File: config.mk
export PLATFORM = sky130hd
export DESIGN_NAME = pixel_scheduler
export DESIGN_NICKNAME = d
export VERILOG_FILES = /design/src/rtl/pixel_scheduler.sv
export SDC_FILE = /design/constraint.sdc
export NUM_CORES = 1
export LEC_CHECK = 0
export CAP_MARGIN = 5
export CORE_UTILIZATION = 40
export CTS_CLUSTER_DIAMETER = 50
export DETAILED_ROUTE_END_ITERATION = 10
export PLACE_DENSITY = 0.67
export SLEW_MARGIN = 20
export SYNTH_ARGS = -nofsm -noshare
export SYNTH_HDL_FRONTEND = slang
export SYNTH_SLANG_ARGS = --single-unit
File: constraint.sdc
create_clock -name clock -period 7.74 [get_ports clock]
set_input_delay 1.548 -clock clock [delete_from_list [all_inputs] [get_ports clock]]
set_output_delay 1.548 -clock clock [all_outputs]
set_load 0.005 [all_outputs]
File: src/rtl/pixel_scheduler.sv
// rtl/pixel_scheduler.sv - raster pixel dispatcher for a bank of solver lanes
// Purpose: walks a signed fixed-point frame in raster order, hands each coordinate
//    to the lowest free solver lane, collects per-lane colours and emits them as an
//    index-tagged result stream.
// Build option: PIXEL_SCHED_RR_EN selects round-robin result arbitration; without
//    it the lowest held lane wins.
// Ports:
//    clock, reset                           - clock, synchronous active-high reset
//    start                                  - frame start pulse (accepted in IDLE/DONE)
//    min_x, min_y, max_x, max_y, dx, dy     - signed 27-bit frame bounds and steps
//    sol_flush                              - clear pulse to all lanes
//    sol_start                              - one-hot lane load strobe
//    sol_c_re, sol_c_im                     - coordinate bus shared by all lanes
//    sol_ready, sol_out                     - per-lane result pulse and 4-bit colour
//    out_valid, out_ready, out_color, out_index - result stream
//    busy, done                             - frame status
module pixel_scheduler #(
   parameter int NUM_SOLVERS = 4,
   parameter int IDX_W       = 20
) (
   input  logic                     clock,
   input  logic                     reset,
   input  logic                     start,
   input  logic [26:0]              min_x,
   input  logic [26:0]              min_y,
   input  logic [26:0]              max_x,
   input  logic [26:0]              max_y,
   input  logic [26:0]              dx,
   input  logic [26:0]              dy,
   output logic                     sol_flush,
   output logic [NUM_SOLVERS-1:0]   sol_start,
   output logic [26:0]              sol_c_re,
   output logic [26:0]              sol_c_im,
   input  logic [NUM_SOLVERS-1:0]   sol_ready,
   input  logic [4*NUM_SOLVERS-1:0] sol_out,
   output logic                     out_valid,
   input  logic                     out_ready,
   output logic [3:0]               out_color,
   output logic [IDX_W-1:0]         out_index,
   output logic                     busy,
   output logic                     done
);
   localparam int LW = (NUM_SOLVERS > 1) ? $clog2(NUM_SOLVERS) : 1;

   typedef enum logic [1:0] {S_IDLE, S_DISPATCH, S_DRAIN, S_DONE} state_t;
   state_t state_q, state_d;

   logic signed [26:0] x_q, x_d, y_q, y_d;
   logic signed [26:0] min_x_q, max_x_q, max_y_q, dx_q, dy_q;
   logic signed [26:0] x_next, y_next;
   logic [IDX_W-1:0]   idx_q, idx_d;

   logic [NUM_SOLVERS-1:0] lane_busy_q, lane_busy_d, lane_held_q, lane_held_d;
   logic [3:0]             hold_color_q [NUM_SOLVERS];
   logic [3:0]             hold_color_d [NUM_SOLVERS];
   logic [IDX_W-1:0]       lane_idx_q [NUM_SOLVERS];
   logic [IDX_W-1:0]       lane_idx_d [NUM_SOLVERS];

   logic             out_valid_q, out_valid_d;
   logic [3:0]       out_color_q, out_color_d;
   logic [IDX_W-1:0] out_index_q, out_index_d;
   logic [LW-1:0]    out_lane_q, out_lane_d;
   logic             flush_q;

`ifdef PIXEL_SCHED_RR_EN
   logic [LW-1:0] last_grant_q, last_grant_d;
   int            rr_j;
`endif

   logic                   start_acc, handshake, coord_ok, issue_found, issue_en;
   logic                   slot_load, grant_en;
   logic [NUM_SOLVERS-1:0] lane_free, pend;
   logic [LW-1:0]          issue_lane, grant_lane;

   assign start_acc = start && (state_q == S_IDLE || state_q == S_DONE);
   assign handshake = out_valid_q && out_ready;
   assign x_next    = x_q + dx_q;
   assign y_next    = y_q + dy_q;
   // Only false on the first cycle of an empty frame; afterwards the walk stays in bounds.
   assign coord_ok  = (x_q < max_x_q) && (y_q < max_y_q);
   assign slot_load = !out_valid_q || handshake;

   // Lane selection for issue and for the output slot.
   always_comb begin
      lane_free = ~lane_busy_q;
      // The lane whose result leaves this cycle can take a new coordinate immediately.
      if (handshake) lane_free[out_lane_q] = 1'b1;
      issue_lane  = '0;
      issue_found = 1'b0;
      for (int i = NUM_SOLVERS - 1; i >= 0; i--) begin
         if (lane_free[i]) begin
            issue_lane  = LW'(i);
            issue_found = 1'b1;
         end
      end
      issue_en = (state_q == S_DISPATCH) && coord_ok && issue_found;

      // Held results not already sitting in the output slot.
      pend = lane_held_q;
      if (out_valid_q) pend[out_lane_q] = 1'b0;
      grant_en   = slot_load && (|pend);
      grant_lane = '0;
`ifdef PIXEL_SCHED_RR_EN
      rr_j = 0;
      // Search downward so the lane right after the last grant wins.
      for (int k = NUM_SOLVERS; k >= 1; k--) begin
         rr_j = (int'(last_grant_q) + k) % NUM_SOLVERS;
         if (pend[rr_j]) grant_lane = LW'(rr_j);
      end
`else
      for (int i = NUM_SOLVERS - 1; i >= 0; i--) begin
         if (pend[i]) grant_lane = LW'(i);
      end
`endif
   end

   // Frame FSM and raster walk.
   always_comb begin
      state_d = state_q;
      x_d     = x_q;
      y_d     = y_q;
      idx_d   = idx_q;
      case (state_q)
         S_IDLE, S_DONE: begin
            if (start) begin
               state_d = S_DISPATCH;
               x_d     = min_x;
               y_d     = min_y;
               idx_d   = '0;
            end
         end
         S_DISPATCH: begin
            if (!coord_ok) begin
               state_d = (|lane_busy_q) ? S_DRAIN : S_DONE;
            end else if (issue_en) begin
               idx_d = idx_q + 1'b1;
               if (x_next < max_x_q) begin
                  x_d = x_next;
               end else begin
                  x_d = min_x_q;
                  y_d = y_next;
                  if (y_next >= max_y_q) state_d = S_DRAIN;
               end
            end
         end
         S_DRAIN: begin
            if (~|(lane_busy_q | lane_held_q)) state_d = S_DONE;
         end
         default: state_d = S_IDLE;
      endcase
   end

   // Lane bookkeeping and the registered output slot.
   always_comb begin
      lane_busy_d  = lane_busy_q;
      lane_held_d  = lane_held_q;
      hold_color_d = hold_color_q;
      lane_idx_d   = lane_idx_q;
      out_valid_d  = out_valid_q;
      out_color_d  = out_color_q;
      out_index_d  = out_index_q;
      out_lane_d   = out_lane_q;
`ifdef PIXEL_SCHED_RR_EN
      last_grant_d = last_grant_q;
`endif
      if (start_acc) begin
         lane_busy_d = '0;
         lane_held_d = '0;
      end else begin
         for (int i = 0; i < NUM_SOLVERS; i++) begin
            if (sol_ready[i] && lane_busy_q[i] && !lane_held_q[i]) begin
               lane_held_d[i]  = 1'b1;
               hold_color_d[i] = sol_out[4*i +: 4];
            end
         end
         if (handshake) begin
            lane_busy_d[out_lane_q] = 1'b0;
            lane_held_d[out_lane_q] = 1'b0;
         end
         if (issue_en) begin
            lane_busy_d[issue_lane] = 1'b1;
            lane_idx_d[issue_lane]  = idx_q;
         end
      end
      if (slot_load) begin
         out_valid_d = grant_en;
         if (grant_en) begin
            out_color_d  = hold_color_q[grant_lane];
            out_index_d  = lane_idx_q[grant_lane];
            out_lane_d   = grant_lane;
`ifdef PIXEL_SCHED_RR_EN
            last_grant_d = grant_lane;
`endif
         end
      end
   end

   always_ff @(posedge clock) begin
      if (reset) begin
         state_q     <= S_IDLE;
         idx_q       <= '0;
         lane_busy_q <= '0;
         lane_held_q <= '0;
         out_valid_q <= 1'b0;
         out_color_q <= '0;
         out_index_q <= '0;
         out_lane_q  <= '0;
         flush_q     <= 1'b1;
`ifdef PIXEL_SCHED_RR_EN
         last_grant_q <= LW'(NUM_SOLVERS - 1);
`endif
      end else begin
         state_q     <= state_d;
         idx_q       <= idx_d;
         lane_busy_q <= lane_busy_d;
         lane_held_q <= lane_held_d;
         out_valid_q <= out_valid_d;
         out_color_q <= out_color_d;
         out_index_q <= out_index_d;
         out_lane_q  <= out_lane_d;
         flush_q     <= start_acc;
`ifdef PIXEL_SCHED_RR_EN
         last_grant_q <= last_grant_d;
`endif
      end
   end

   // Datapath registers: contents only matter while the matching flags are set.
   always_ff @(posedge clock) begin
      x_q          <= x_d;
      y_q          <= y_d;
      hold_color_q <= hold_color_d;
      lane_idx_q   <= lane_idx_d;
      if (start_acc) begin
         min_x_q <= min_x;
         max_x_q <= max_x;
         max_y_q <= max_y;
         dx_q    <= dx;
         dy_q    <= dy;
      end
   end

   assign sol_flush = flush_q;
   assign sol_start = issue_en ? (NUM_SOLVERS'(1) << issue_lane) : '0;
   assign sol_c_re  = x_q;
   assign sol_c_im  = y_q;
   assign out_valid = out_valid_q;
   assign out_color = out_color_q;
   assign out_index = out_index_q;
   assign busy      = (state_q == S_DISPATCH) || (state_q == S_DRAIN);
   assign done      = (state_q == S_DONE);
endmodule
Yosys cells after proc, flatten, opt, wreduce, memory -nomap -nowiden
Index checks and enable logic that the tools add are counted.
{"block": "totals", "in_bits": 186, "elab_cells": 164, "regBits": 343}
{"block": "classes", "reduce_logical": 41, "shifts": 1, "n_lt_le_gt_ge": 11, "bitwise": 11, "eq_ne": 11, "add_sub_neg": 3, "muxes": 62}
{"cell": "$mux 27", "n": 8}
{"cell": "$mux 20", "n": 6}
{"cell": "$pmux 27 s2", "n": 2}
{"cell": "$lt 27x27->1", "n": 3}
{"cell": "$bwmux 80", "n": 1}
{"cell": "$add 27x27->27", "n": 2}
{"cell": "$bmux 20 s2", "n": 1}
{"cell": "$demux 20 s2", "n": 1}
{"cell": "$pmux 20 s2", "n": 1}
{"cell": "$mux 4", "n": 9}
{"cell": "$mux 2", "n": 14}
{"cell": "$ge 27x27->1", "n": 1}
{"cell": "$add 20x1->20 const B", "n": 1}
{"cell": "$logic_and 1x1->1", "n": 17}
{"cell": "$mux 1", "n": 15}
{"cell": "$and 4x4->4", "n": 3}
{"cell": "$or 4x4->4", "n": 3}
{"cell": "$reduce_and 2->1", "n": 6}
{"cell": "$reduce_or 4->1", "n": 3}
{"cell": "$ne 2x2->1 const B", "n": 5}
{"cell": "$reduce_and 5->1", "n": 2}
{"cell": "$ne 3x3->1 const B", "n": 3}
{"cell": "$bmux 4 s2", "n": 1}
{"cell": "$not 4->4", "n": 2}
{"cell": "17 further kinds", "n": 30}

Depth between registers and ports, before layout
Gate-level depths: netlist of run 1.
{"block": "depth", "ltp_word": 16, "mapped_depth": 21}

Worst setup path before layout of run 1
No wires, ideal clock.
{"block": "synth_path", "kind": "input -> register", "startpoint": "input port start", "endpoint": "register lane_idx_q[0] (netlist name), enable pin", "arrival_time_ps": 7292, "cell_stages": 3, "required_time_ps": 6994, "path_slack_ps": -299, "setup_time_ps": 746, "path_cell_list": "and2_1 -> clkbuf_1 -> nor4_1"}
{"block": "synth_via", "elab_chain_cells": 3}
{"element": "from (decl)", "line_no": "23", "source": "input logic start,"}
{"element": "$logic_and 1x1->1", "line_no": "75", "source": "assign start_acc = start && (state_q == S_IDLE || state_q == S_DONE);"}
{"element": "net start_acc", "line_no": "70", "source": "logic start_acc, handshake, coord_ok, issue_found, issue_en;"}
{"element": "$not 1->1 (no line)"}
{"element": "$reduce_and 2->1 (no line)"}
{"element": "to (signal assigned)", "line_no": "233", "source": "lane_idx_q <= lane_idx_d;"}
{"element": "to (decl)", "line_no": "56", "source": "logic [IDX_W-1:0] lane_idx_q [NUM_SOLVERS];"}
The timed path passes the listed nets, and every way through them passes these cells.
A chain may end at the register's enable or synchronous reset.

Worst setup path in the final report of run 1
{"block": "layout_path", "startpoint": "register y_q[8], in the netlist sol_c_im[8]", "endpoint": "register state_q[0]"}
{"block": "layout_via", "elab_chain_cells": 6, "word_cells_on_any_way": 12}
{"element": "from (decl)", "line_no": "48", "source": "logic signed [26:0] x_q, x_d, y_q, y_d;"}
{"element": "from (signal assigned)", "line_no": "231", "source": "y_q <= y_d;"}
{"element": "parallel branches: the longest is 6 deep, another holds $add 27x27->27"}
{"element": "to (signal assigned)", "line_no": "213", "source": "state_q <= state_d;"}
{"element": "to (decl)", "line_no": "46", "source": "state_t state_q, state_d;"}
Parallel ways; which one is timed is not known.

==> metrics.csv, run 1 <==
metric,value,unit
crit_chain,ha_1 -> a2111oi_0 -> o211ai_1 -> o211a_1 -> o31a_1 -> o21ai_0 -> a21oi_1 -> a21o_1 -> nand3_1 -> nand2_1 -> ha_1 -> nand3_1 -> nor4_1 -> o21ai_0 -> o21ai_0 -> a21oi_1 -> and3_1 -> nor4b_2 -> o221ai_1 -> o2bb2a_1,
combPwrFrac,0.517,
rsz0062_at_grt,false,
synth_cell_type_count,76,
hold_depth,2,
gp_congestion,0.9137,
grt_max_degree,81,
design.core.area,0.04346,mm2
final_common_cell,edfxtp_1,
tightest_slew,1106,ps
ys_seq_elements,343,
dieArea,0.04536,mm2
layout.cells.non_filler,2440,
fin_skew,32.28,ps
p_int,6.030,mW
yosys.area_share.simple,0.1129,
drive_gt1_frac,0.07821,
period_needed,5873,ps
hold_violations,0,
clk_path_buf_depth,3,
yosys.area_share.adder,0.1161,
vias,12930,
status,completed,
synth_seq_area_share,0.5459,
seqPwrFrac,0.285,
synth_edf_count,285,
cts_sinks,343,
synth_top_family_by_area,compound AO/OA/AOI/OAI gates,
mostFrequentLayoutCells,"edfxtp_1, clkdlybuf4s50_1, ha_1",
wirelength,45.90,mm
drt_iter0_drc,655,
power_switching,4.046,mW
clockRootBuffer,clkbuf_16,
slew_viol_final,0,
dp.cells,2362,
p_leak,8.754,nW
cts_resized,0,
ctsHtreeMaxLevel,2,
grt_first_pass_wirelength,71.04,mm
viasPerCell,5.299,
min_path_type,reg -> reg,
fmax,170.3,MHz
antenna_left,0,
grt_pass1_vias,13020,
numCtsBuffers,42,
muxShareOfSynthArea,0.03387,
ys_warn_count,0,
startpoint_type,flop,
grt_antenna_before_repair,6,
ys.flop_type,edfxtp_1,
num-fill-cells,3830,
dp_hpwl,33.55,mm
cp-end-kind,flop,
io_pins,272,
grtUsageTotal,0.2044,
area_growth,27.25,%
setup_viol,0,
synth_cells,1536,
synth_area,0.01780,mm2
worstPathArrival,6380,ps
path_clk_slew,60,ps
synth_compound_area_frac,0.1335,
async_reset_ff_frac,0,
syn-num-nets,1886,
drv_cap,0,
start_util,0.4097,
fin_setup_tns,0,ps
crit_required,8240,ps
slew_headroom,0.2626,
placementRows,76,
powerDensity,444.7,mW/mm2
wl_per_cell,18.81,um
drc,0,
clk_latency,570,ps
switching_share,0.4015,
path_class,reg -> reg,
clockPowerShare,0.198,
ff2ff_path_depth,20,
cts_tree,yes,
ir_drop,0.3335,mV
fin_crit_sh,0.7587,
use_met1,0.2689,
crit_top_cell,o21ai_0,
dieHeight,213.0,um
cts.hold.buffers_added,0,
synthXorXnorAreaFrac,0.02902,
crit_fanout,6,
busiest_layer,met2,
seq_area,0.009719,mm2
overflow,0,
die_w,213.0,um
finalNetCount,2171,
use_met2,0.3348,
postCtsSetupRepairBufs,0,
cpPeakStageDelay,680,ps
first_pass_iters,5,
slowest_stage,a2111oi_0,
avgSynthCellArea,11.59,um2
multiInputGateArea,0.007639,mm2
port_buffers,271,
met3_usage,0.04148,
[per-stage QoR]
step | power, mW | hold WS (ps) | utilization | area (um2) | setup slack (ps)
4_1_cts | 10.16 | 491.5 | 0.5213 | 22650 | 1963
3_3_place_gp | 8.024 | 465.2 | 0.4886 | 21230 | 2028
5_1_grt | 10.85 | 523.4 | 0.5213 | 22650 | 1387
2_1_floorplan | 6.383 | 479.7 | - | 17810 | 1725
6_report | 10.08 | 487.1 | 0.5214 | 22660 | 1867
3_5_place_dp | 8.102 | 477.4 | 0.4886 | 21230 | 2012
[per-layer routing]
metal	part of all wire	vias up
met3	0.055	78
li1	-	6337
met5	0.0015	-
met4	0.023	10
met1	0.45	6164
met2	0.47	341
[critical path: cells and delay by family, from the launching register on]
family | cells | cell delay [ps]
adders and majority gates | 2 | 730
DFF | 1 | 430
AOI/OAI and AO/OA | 12 | 3280
and+or+nand+nor | 6 | 1360
[path summary, 6_finish.rpt]
check	slack, ps	end	startpoint
max	1870	state_q[0]$_SDFFE_PP0P_	sol_c_im[8]$_DFFE_PP_
min	490	out_index[2]$_SDFFE_PP0P_	out_index[2]$_SDFFE_PP0P_
max reg2reg	1870	state_q[0]$_SDFFE_PP0P_	sol_c_im[8]$_DFFE_PP_
min reg2reg	490	out_index[2]$_SDFFE_PP0P_	out_index[2]$_SDFFE_PP0P_
[kinds of logic after synthesis]
| family | count (synthesis) |
|---|---|
| AO/OA/AOI/OAI | 359 |
| XOR/XNOR | 59 |
| flip-flops | 343 |
| AND/OR/NAND/NOR | 424 |
| buffers and inverters | 131 |
| multiplexers | 56 |
| adder cells (fa/ha/maj) | 164 |
[sequential cells by signal, summed over array words and instances, names as in the netlist]
name / count
lane_held_q: 4
sol_c_im: 27
max_x_q: 27
state_q: 2
dy_q: 27
dx_q: 27
out_valid: 1
hold_color_q: 16
out_lane_q: 2
min_x_q: 27
lane_busy_q: 4
sol_flush: 1
out_index: 20
idx_q: 20
sol_c_re: 27
max_y_q: 27
out_color: 4
lane_idx_q: 80
[power groups by stage]
| stage | Clock (mW) | Sequential, mW | Combinational, mW |
|---|---|---|---|
| finish | 2.00 | 2.87 | 5.21 |
| global route | 2.12 | 2.91 | 5.82 |
| CTS | 2.05 | 2.88 | 5.23 |
| detailed placement | 0 | 2.91 | 5.19 |
| global placement | 0 | 2.91 | 5.12 |
| floorplan | 0 | 2.84 | 3.55 |
[cell usage after synthesis (all sizes together) (3+ instances only)]
| cell type | number | share of area |
|---|---|---|
| a41oi | 3 | 0.0019 |
| a221o | 3 | 0.0017 |
| edfxtp | 285 | 0.48 |
| buf | 9 | 0.0030 |
| nand2 | 108 | 0.023 |
| nand3 | 36 | 0.010 |
| and4 | 3 | 0.0015 |
| a21o | 25 | 0.011 |
| o211ai | 11 | 0.0046 |
| inv | 86 | 0.018 |
| nor4 | 10 | 0.0039 |
| a211oi | 36 | 0.016 |
| xnor2 | 43 | 0.021 |
| nor2b | 15 | 0.0053 |
| o31ai | 7 | 0.0040 |
| a311oi | 24 | 0.012 |
| or2 | 5 | 0.0018 |
| clkbuf | 35 | 0.0074 |
| dfxtp | 58 | 0.065 |
| and3 | 15 | 0.0053 |
| o21a | 7 | 0.0030 |
| xor2 | 16 | 0.0079 |
| o21ai | 55 | 0.016 |
| nor2 | 137 | 0.029 |
| a31oi | 10 | 0.0035 |
| a41o | 3 | 0.0017 |
| or3 | 4 | 0.0014 |
| nor3b | 4 | 0.0017 |
| nand4 | 19 | 0.0070 |
| o21bai | 10 | 0.0042 |
| a21oi | 135 | 0.038 |
| mux2i | 22 | 0.012 |
| o41ai | 5 | 0.0033 |
| and2 | 27 | 0.0095 |
| mux2 | 34 | 0.022 |
| o211a | 4 | 0.0022 |
| ha | 162 | 0.11 |
| nor3 | 27 | 0.0079 |
| nand2b | 8 | 0.0028 |
[layout make-up]
type                       instances  area share
sequential                       343      0.4290
multi-input combinational       1062      0.3371
timing repair buffer             285      0.1244
clock buffer                      52     0.04943
tap                              585     0.03231
inverter                          87     0.01441
clock inverter                    25     0.01325
antenna                            1   0.0001104
(Power assumes the default switching activity.)
==> run 2, diff against run 1 <==
==> constraint.sdc (replaced) <==
create_clock -name clock -period 5.3 [get_ports clock]
set_input_delay 1.06 -clock clock [delete_from_list [all_inputs] [get_ports clock]]
set_output_delay 1.06 -clock clock [all_outputs]
set_load 0.005 [all_outputs]
==> metrics.csv, run 2 (synthesis gave the netlist of run 1 again) <==
metric,value,unit,change
status,completed,,
combPwrFrac,0.531,,+0.014
seqPwrFrac,0.271,,-0.014
power_switching,6.201,mW,+53%
dp.cells,2375,,+0.55%
finalNetCount,2187,,+0.74%
grt_first_pass_wirelength,72.51,mm,+2.1%
dieArea,0.04536,mm2,unchanged
numCtsBuffers,42,,unchanged
critPathBufInv,1,,+1
slew_headroom,0.3280,,+0.06535
multiInputGateArea,0.007730,mm2,+1.2%
slowest_stage,clkdlybuf4s50_1,,
start_util,0.4097,,unchanged
endpoint,sol_start[3],,
worstPathArrival,3960,ps,-2420 ps
gp_congestion,0.8736,,-4.4%
layout.cells.non_filler,2459,,+0.78%
dp_hpwl,35.47,mm,+5.7%
cp-end-kind,output pin,,
rr_endpoint,sol_c_im[24]$_DFFE_PP_,,
num-fill-cells,3769,,-1.6%
drt_iter0_drc,706,,+7.8%
dpl_cell_area,0.02135,mm2,+0.54%
cpPeakStageDelay,570,ps,-110 ps
wirelength,47.84,mm,+4.2%
drc,0,,unchanged
dieHeight,213.0,um,unchanged
powerDensity,672.3,mW/mm2,+51%
seq_area,0.009719,mm2,unchanged
cpLargestDelayFamily,simple AND/OR/NAND/NOR gates,,
switching_share,0.4015,,about the same
path_clk_slew,50,ps,about the same
fin_ws,280.4,ps,-1587 ps
ff2ff_path_depth,18,,-10%
final_common_cell,edfxtp_1,,
viasPerCell,5.320,,+0.40%
largest_register_ffs,80,,unchanged
r2r_setup_slack,290,ps,-1580 ps
first_pass_iters,7,,+2
ctsHtreeMaxLevel,2,,unchanged
die_w,213.0,um,unchanged
clockRootBuffer,clkbuf_16,,
reg2reg_from,sol_c_re[0]$_DFFE_PP_,,
mostFrequentLayoutCells,"edfxtp_1, clkdlybuf4s50_1, ha_1",,
drive_gt1_frac,0.09407,,+0.01586
overflow,0,,unchanged
cts_tree,yes,,
area_growth,29.02,%,
hold_violations,0,,unchanged
port_buffers,271,,unchanged
drv_cap,0,,unchanged
place_ws,77.81,ps,-1935 ps
crit_chain,ha_1 -> a21oi_1 -> o21ai_0 -> a221oi_1 -> o2bb2ai_1 -> nor3_2 -> nand4_2 -> nor2_1 -> nand2_1 -> nor3_1 -> clkdlybuf4s50_1,,
regMostFlops,lane_idx_q,,
clk_path_buf_depth,3,,unchanged
worst_hold_slack,485.6,ps,-1.466 ps
io_pins,272,,unchanged
antenna_left,0,,unchanged
grtUsageTotal,0.2098,,+0.005470
fin_crit_sh,0.9471,,
crit_required,4240,ps,-4000 ps
path_class,reg -> out,,
startpoint_type,flop,,
fmax,199.2,MHz,
crit_start,sol_c_re[12]$_DFFE_PP_,,
fin_area,0.02297,mm2,+1.4%
wl_per_cell,19.46,um,+3.4%
setup_viol,0,,unchanged
grt_pass1_vias,13140,,+0.94%
grt_antenna_before_repair,14,,+8
tightest_slew,1008,ps,-98.03 ps
clockPowerShare,0.198,,about the same
placementRows,76,,unchanged
grt_max_degree,113,,+40%
fin_skew,12.78,ps,-19.50 ps
ir_drop,0.5496,mV,+65%
path_depth,11,,-45%
design.core.area,0.04346,mm2,unchanged
clk_latency,570,ps,about the same
crit_fanout,4,,-2
slew_viol_final,0,,unchanged
p_leak,8.907,nW,+1.7%
vias,13080,,+1.2%
cts_sinks,343,,unchanged
min_path_type,reg -> reg,,
p_int,9.243,mW,+53%
period_needed,5020,ps,
[run 2: changes by cell type in the layout (fill, tap and decap cells not counted), sizes merged]
cell      change
buf          +15
inv           +3
bufinv        +2
clkinvlp      -2
diode         +2
clkbuf        -1
clkinv        -1
nor2          +1
[run 2: final cells by class]
type                       count  area share
sequential                   343      0.4231
multi-input combinational   1063      0.3365
timing repair buffer         300      0.1284
clock buffer                  51     0.04897
tap                          585     0.03186
clock inverter                27     0.01656
inverter                      87     0.01422
antenna                        3   0.0003268
[run 2: worst min path at each step]
| stage | start | to | slack [ps] | cells past startpoint |
|---|---|---|---|---|
| final | out_index[16]$_SDFFE_PP0P_ | out_index[16]$_SDFFE_PP0P_ | 490 | 2 |
| after global routing | out_index[6]$_SDFFE_PP0P_ | out_index[6]$_SDFFE_PP0P_ | 520 | 2 |
| after CTS | out_index[16]$_SDFFE_PP0P_ | out_index[16]$_SDFFE_PP0P_ | 490 | 2 |
| after detailed placement | out_index[12]$_SDFFE_PP0P_ | out_index[12]$_SDFFE_PP0P_ | 480 | 2 |
| after global placement | out_index[13]$_SDFFE_PP0P_ | out_index[13]$_SDFFE_PP0P_ | 470 | 2 |
| after floorplan | lane_busy_q[3]$_SDFF_PP0_ | lane_busy_q[3]$_SDFF_PP0_ | 480 | 2 |
[run 2: timing repair]
| action | CTS | global route |
|---|---|---|
| gates resized for setup | 0 | 17 |
| buffers inserted | 0 | 2 |
| setup endpoints to repair | 0 | 55 |
| hold buffers | 0 | 0 |
[run 2: per-layer routing]
metal	up-vias	global-route usage	wire length [um]
met2	342	0.3515	22360
met5	-	0	141
li1	6386	-	-
met4	20	0.06723	1161
met1	6241	0.2617	20840
met3	94	0.05677	3336
[run 2: worst reg2reg max path, delay by kind of cell, from the launching register on]
| kind | cells | cell delay [ps] |
|---|---|---|
| flip-flops | 1 | 430 |
| AO/OA/AOI/OAI | 8 | 1960 |
| buffers and inverters | 2 | 390 |
| XOR/XNOR | 1 | 80 |
| adder cells (fa/ha/maj) | 3 | 900 |
| AND/OR/NAND/NOR | 4 | 900 |
[run 2: through the flow]
stage / power (mW) / util / TNS [ps]
after detailed placement: 12.13 / 0.4913 / 0
after floorplan: 9.316 / - / 0
after CTS: 15.28 / 0.5259 / 0
after global routing: 16.53 / 0.5285 / -22.83
final: 15.44 / 0.5286 / 0
after global placement: 11.99 / 0.4913 / 0
[run 2: power by group through the flow]
stage	combinational, mW	clock [mW]	sequential [mW]
after detailed placement	7.89	0	4.24
final	8.20	3.06	4.18
after global placement	7.76	0	4.23
after floorplan	5.20	0	4.12
after CTS	7.96	3.13	4.20
after global routing	9.06	3.23	4.24
==> run 3, diff against run 2 <==
--- a/config.mk
+++ b/config.mk
@@ -7,9 +7,10 @@
 export LEC_CHECK = 0
 export CAP_MARGIN = 5
 export CORE_UTILIZATION = 40
-export CTS_CLUSTER_DIAMETER = 50
+export CTS_CLUSTER_DIAMETER = 40
 export DETAILED_ROUTE_END_ITERATION = 10
 export PLACE_DENSITY = 0.67
+export SETUP_SLACK_MARGIN = 0.02
 export SLEW_MARGIN = 20
 export SYNTH_ARGS = -nofsm -noshare
 export SYNTH_HDL_FRONTEND = slang
==> metrics.csv, run 3 (synthesis gave the netlist of run 1 again) <==
metric,value,unit,change
status,completed,,
powerDensity,679.4,mW/mm2,+1.1%
fin_skew,26.28,ps,+13.50 ps
drive_gt1_frac,0.1013,,+0.007259
fin_setup_tns,0,ps,unchanged
ff2ff_path_depth,22,,+4
cts_tree,yes,,
rr_endpoint,state_q[1]$_SDFFE_PP0P_,,
clk_path_buf_depth,3,,unchanged
startpoint_type,flop,,
fin_area,0.02318,mm2,+0.92%
place_ws,77.81,ps,unchanged
clk_latency,590,ps,+20 ps
critPathBufInv,3,,+2
port_buffers,271,,unchanged
antenna_left,0,,unchanged
design.core.area,0.04346,mm2,unchanged
path_clk_slew,60,ps,about the same
period_needed,5022,ps,+2.377 ps
r2r_setup_slack,280,ps,about the same
first_pass_iters,5,,-2
area_growth,30.20,%,
p_leak,8.993,nW,+0.97%
crit_chain,ha_2 -> fa_2 -> a21oi_2 -> o22ai_2 -> o311ai_1 -> buf_4 -> a31oi_2 -> o41ai_2 -> o21bai_1 -> xor2_1 -> ha_1 -> a21o_1 -> a21o_1 -> a21oi_2 -> nor4bb_4 -> a221o_1 -> a41oi_4 -> buf_6 -> nor4b_4 -> buf_4 -> o211a_1 -> o31ai_2,,
dieArea,0.04536,mm2,unchanged
dp_hpwl,35.47,mm,unchanged
gp_congestion,0.8736,,unchanged
die_w,213.0,um,unchanged
setup_viol,0,,unchanged
drc,0,,unchanged
grt_max_degree,113,,unchanged
num-fill-cells,3753,,-0.42%
dieHeight,213.0,um,unchanged
cpLargestDelayFamily,compound AO/OA/AOI/OAI gates,,
dp.cells,2375,,unchanged
vias,13220,,+1.1%
slew_viol_final,0,,unchanged
fmax,199.1,MHz,about the same
placementRows,76,,unchanged
min_path_type,reg -> reg,,
clockRootBuffer,clkbuf_16,,
regMostFlops,lane_idx_q,,
viasPerCell,5.345,,+0.46%
ctsHtreeMaxLevel,2,,unchanged
reg2reg_from,sol_c_re[0]$_DFFE_PP_,,
path_class,reg -> reg,,
fin_crit_sh,0.9475,,about the same
cpPeakStageDelay,430,ps,-140 ps
overflow,0,,unchanged
grt_first_pass_wirelength,72.92,mm,+0.56%
total_power,15.75,mW,+2.0%
drv_cap,0,,unchanged
largest_register_ffs,80,,unchanged
cts_sinks,343,,unchanged
crit_required,5790,ps,+1550 ps
cts.hold.buffers_added,0,,unchanged
grt_pass1_vias,13240,,+0.81%
io_pins,272,,unchanged
finalNetCount,2194,,+0.32%
grt_antenna_before_repair,15,,+1
numCtsBuffers,49,,+17%
fin_ws,278.0,ps,-2.377 ps
cp-end-kind,flop,,
dpl_cell_area,0.02135,mm2,unchanged
drt_iter0_drc,819,,+16%
mostFrequentLayoutCells,"edfxtp_1, clkdlybuf4s50_1, ha_1",,
tightest_slew,1011,ps,+2.847 ps
ir_drop,0.4260,mV,-22%
worstPathArrival,5510,ps,+1550 ps
start_util,0.4097,,unchanged
holdCritStartpoint,out_index[16]$_SDFFE_PP0P_,,
hold_violations,0,,unchanged
crit_fanout,8,,+4
hold_depth,2,,unchanged
wl_per_cell,19.42,um,-0.17%
grtUsageTotal,0.2113,,+0.001454
whs_endpoint,out_index[16]$_SDFFE_PP0P_,,
layout.cells.non_filler,2474,,+0.61%
slew_headroom,0.3261,,-0.001898
slowest_stage,edfxtp_1,,
final_common_cell,edfxtp_1,,
wirelength,48.05,mm,+0.44%
run 3: per-stage QoR:
stage,util,hold WS (ps)
6_report,0.5335,483.8
5_1_grt,0.5333,519.1
4_1_cts,0.5304,490.8
3_5_place_dp,0.4913,476.8
3_3_place_gp,0.4913,465.6
2_1_floorplan,-,479.7
run 3: area by class of cell:
cell class	instances	area (um2)	area share
Clock inverter	33	406.6	0.01754
Antenna cell	4	10.01	0.0004318
Clock buffer	59	1285	0.05543
Tap cell	585	732.0	0.03157
Multi-Input combinational cell	1063	7752	0.3344
Inverter	87	326.6	0.01409
Sequential cell	343	9719	0.4193
Timing Repair Buffer	300	2950	0.1273
run 3: repair_timing:
item	in CTS	in global routing
endpoints found under the setup margin	1	56
setup buffers	0	2
pin swaps	0	9
resized for setup	1	22
gates cloned	0	1
run 3: worst max-delay path by stage:
stage                                     start  depth (start not counted)                       to  slack, ps
after floorplan           sol_c_re[0]$_DFFE_PP_                         20    sol_c_im[0]$_DFFE_PP_        280
after global placement    sol_c_re[0]$_DFFE_PP_                         19   sol_c_im[11]$_DFFE_PP_        180
after detailed placement  sol_c_re[0]$_DFFE_PP_                         19    sol_c_im[9]$_DFFE_PP_         80
after CTS                 sol_c_re[0]$_DFFE_PP_                         19   sol_c_im[24]$_DFFE_PP_         50
after global routing      sol_c_im[0]$_DFFE_PP_                         22  state_q[0]$_SDFFE_PP0P_         -9
final                     sol_c_re[0]$_DFFE_PP_                         22  state_q[1]$_SDFFE_PP0P_        280
run 3: per-layer routing:
layer	up-vias	global-route usage	part of all wire
met5	-	0	0.0029
met4	20	0.08360	0.030
met3	111	0.06030	0.074
met2	399	0.3471	0.47
met1	6282	0.2612	0.43
li1	6412	-	-
run 3: worst reg2reg max path, stage by stage, from the launching register on:
cell	delay, ps
edfxtp_1	430
ha_2	230
fa_2	370
a21oi_2	200
o22ai_2	110
o311ai_1	290
buf_4	180
a31oi_2	120
o41ai_2	380
o21bai_1	120
xor2_1	160
ha_1	300
a21o_1	160
a21o_1	180
a21oi_2	170
nor4bb_4	220
a221o_1	250
a41oi_4	150
buf_6	180
nor4b_4	130
buf_4	200
o211a_1	220
o31ai_2	190
run 3: report_power, final:
part           internal (mW)  leakage, nW  total (mW)  switching, mW
sequential              3.80         3.22        4.19          0.389
combinational           3.57         4.96        8.24           4.67
clock                   2.06        0.814        3.32           1.27
total                   9.43         8.99        15.8           6.32
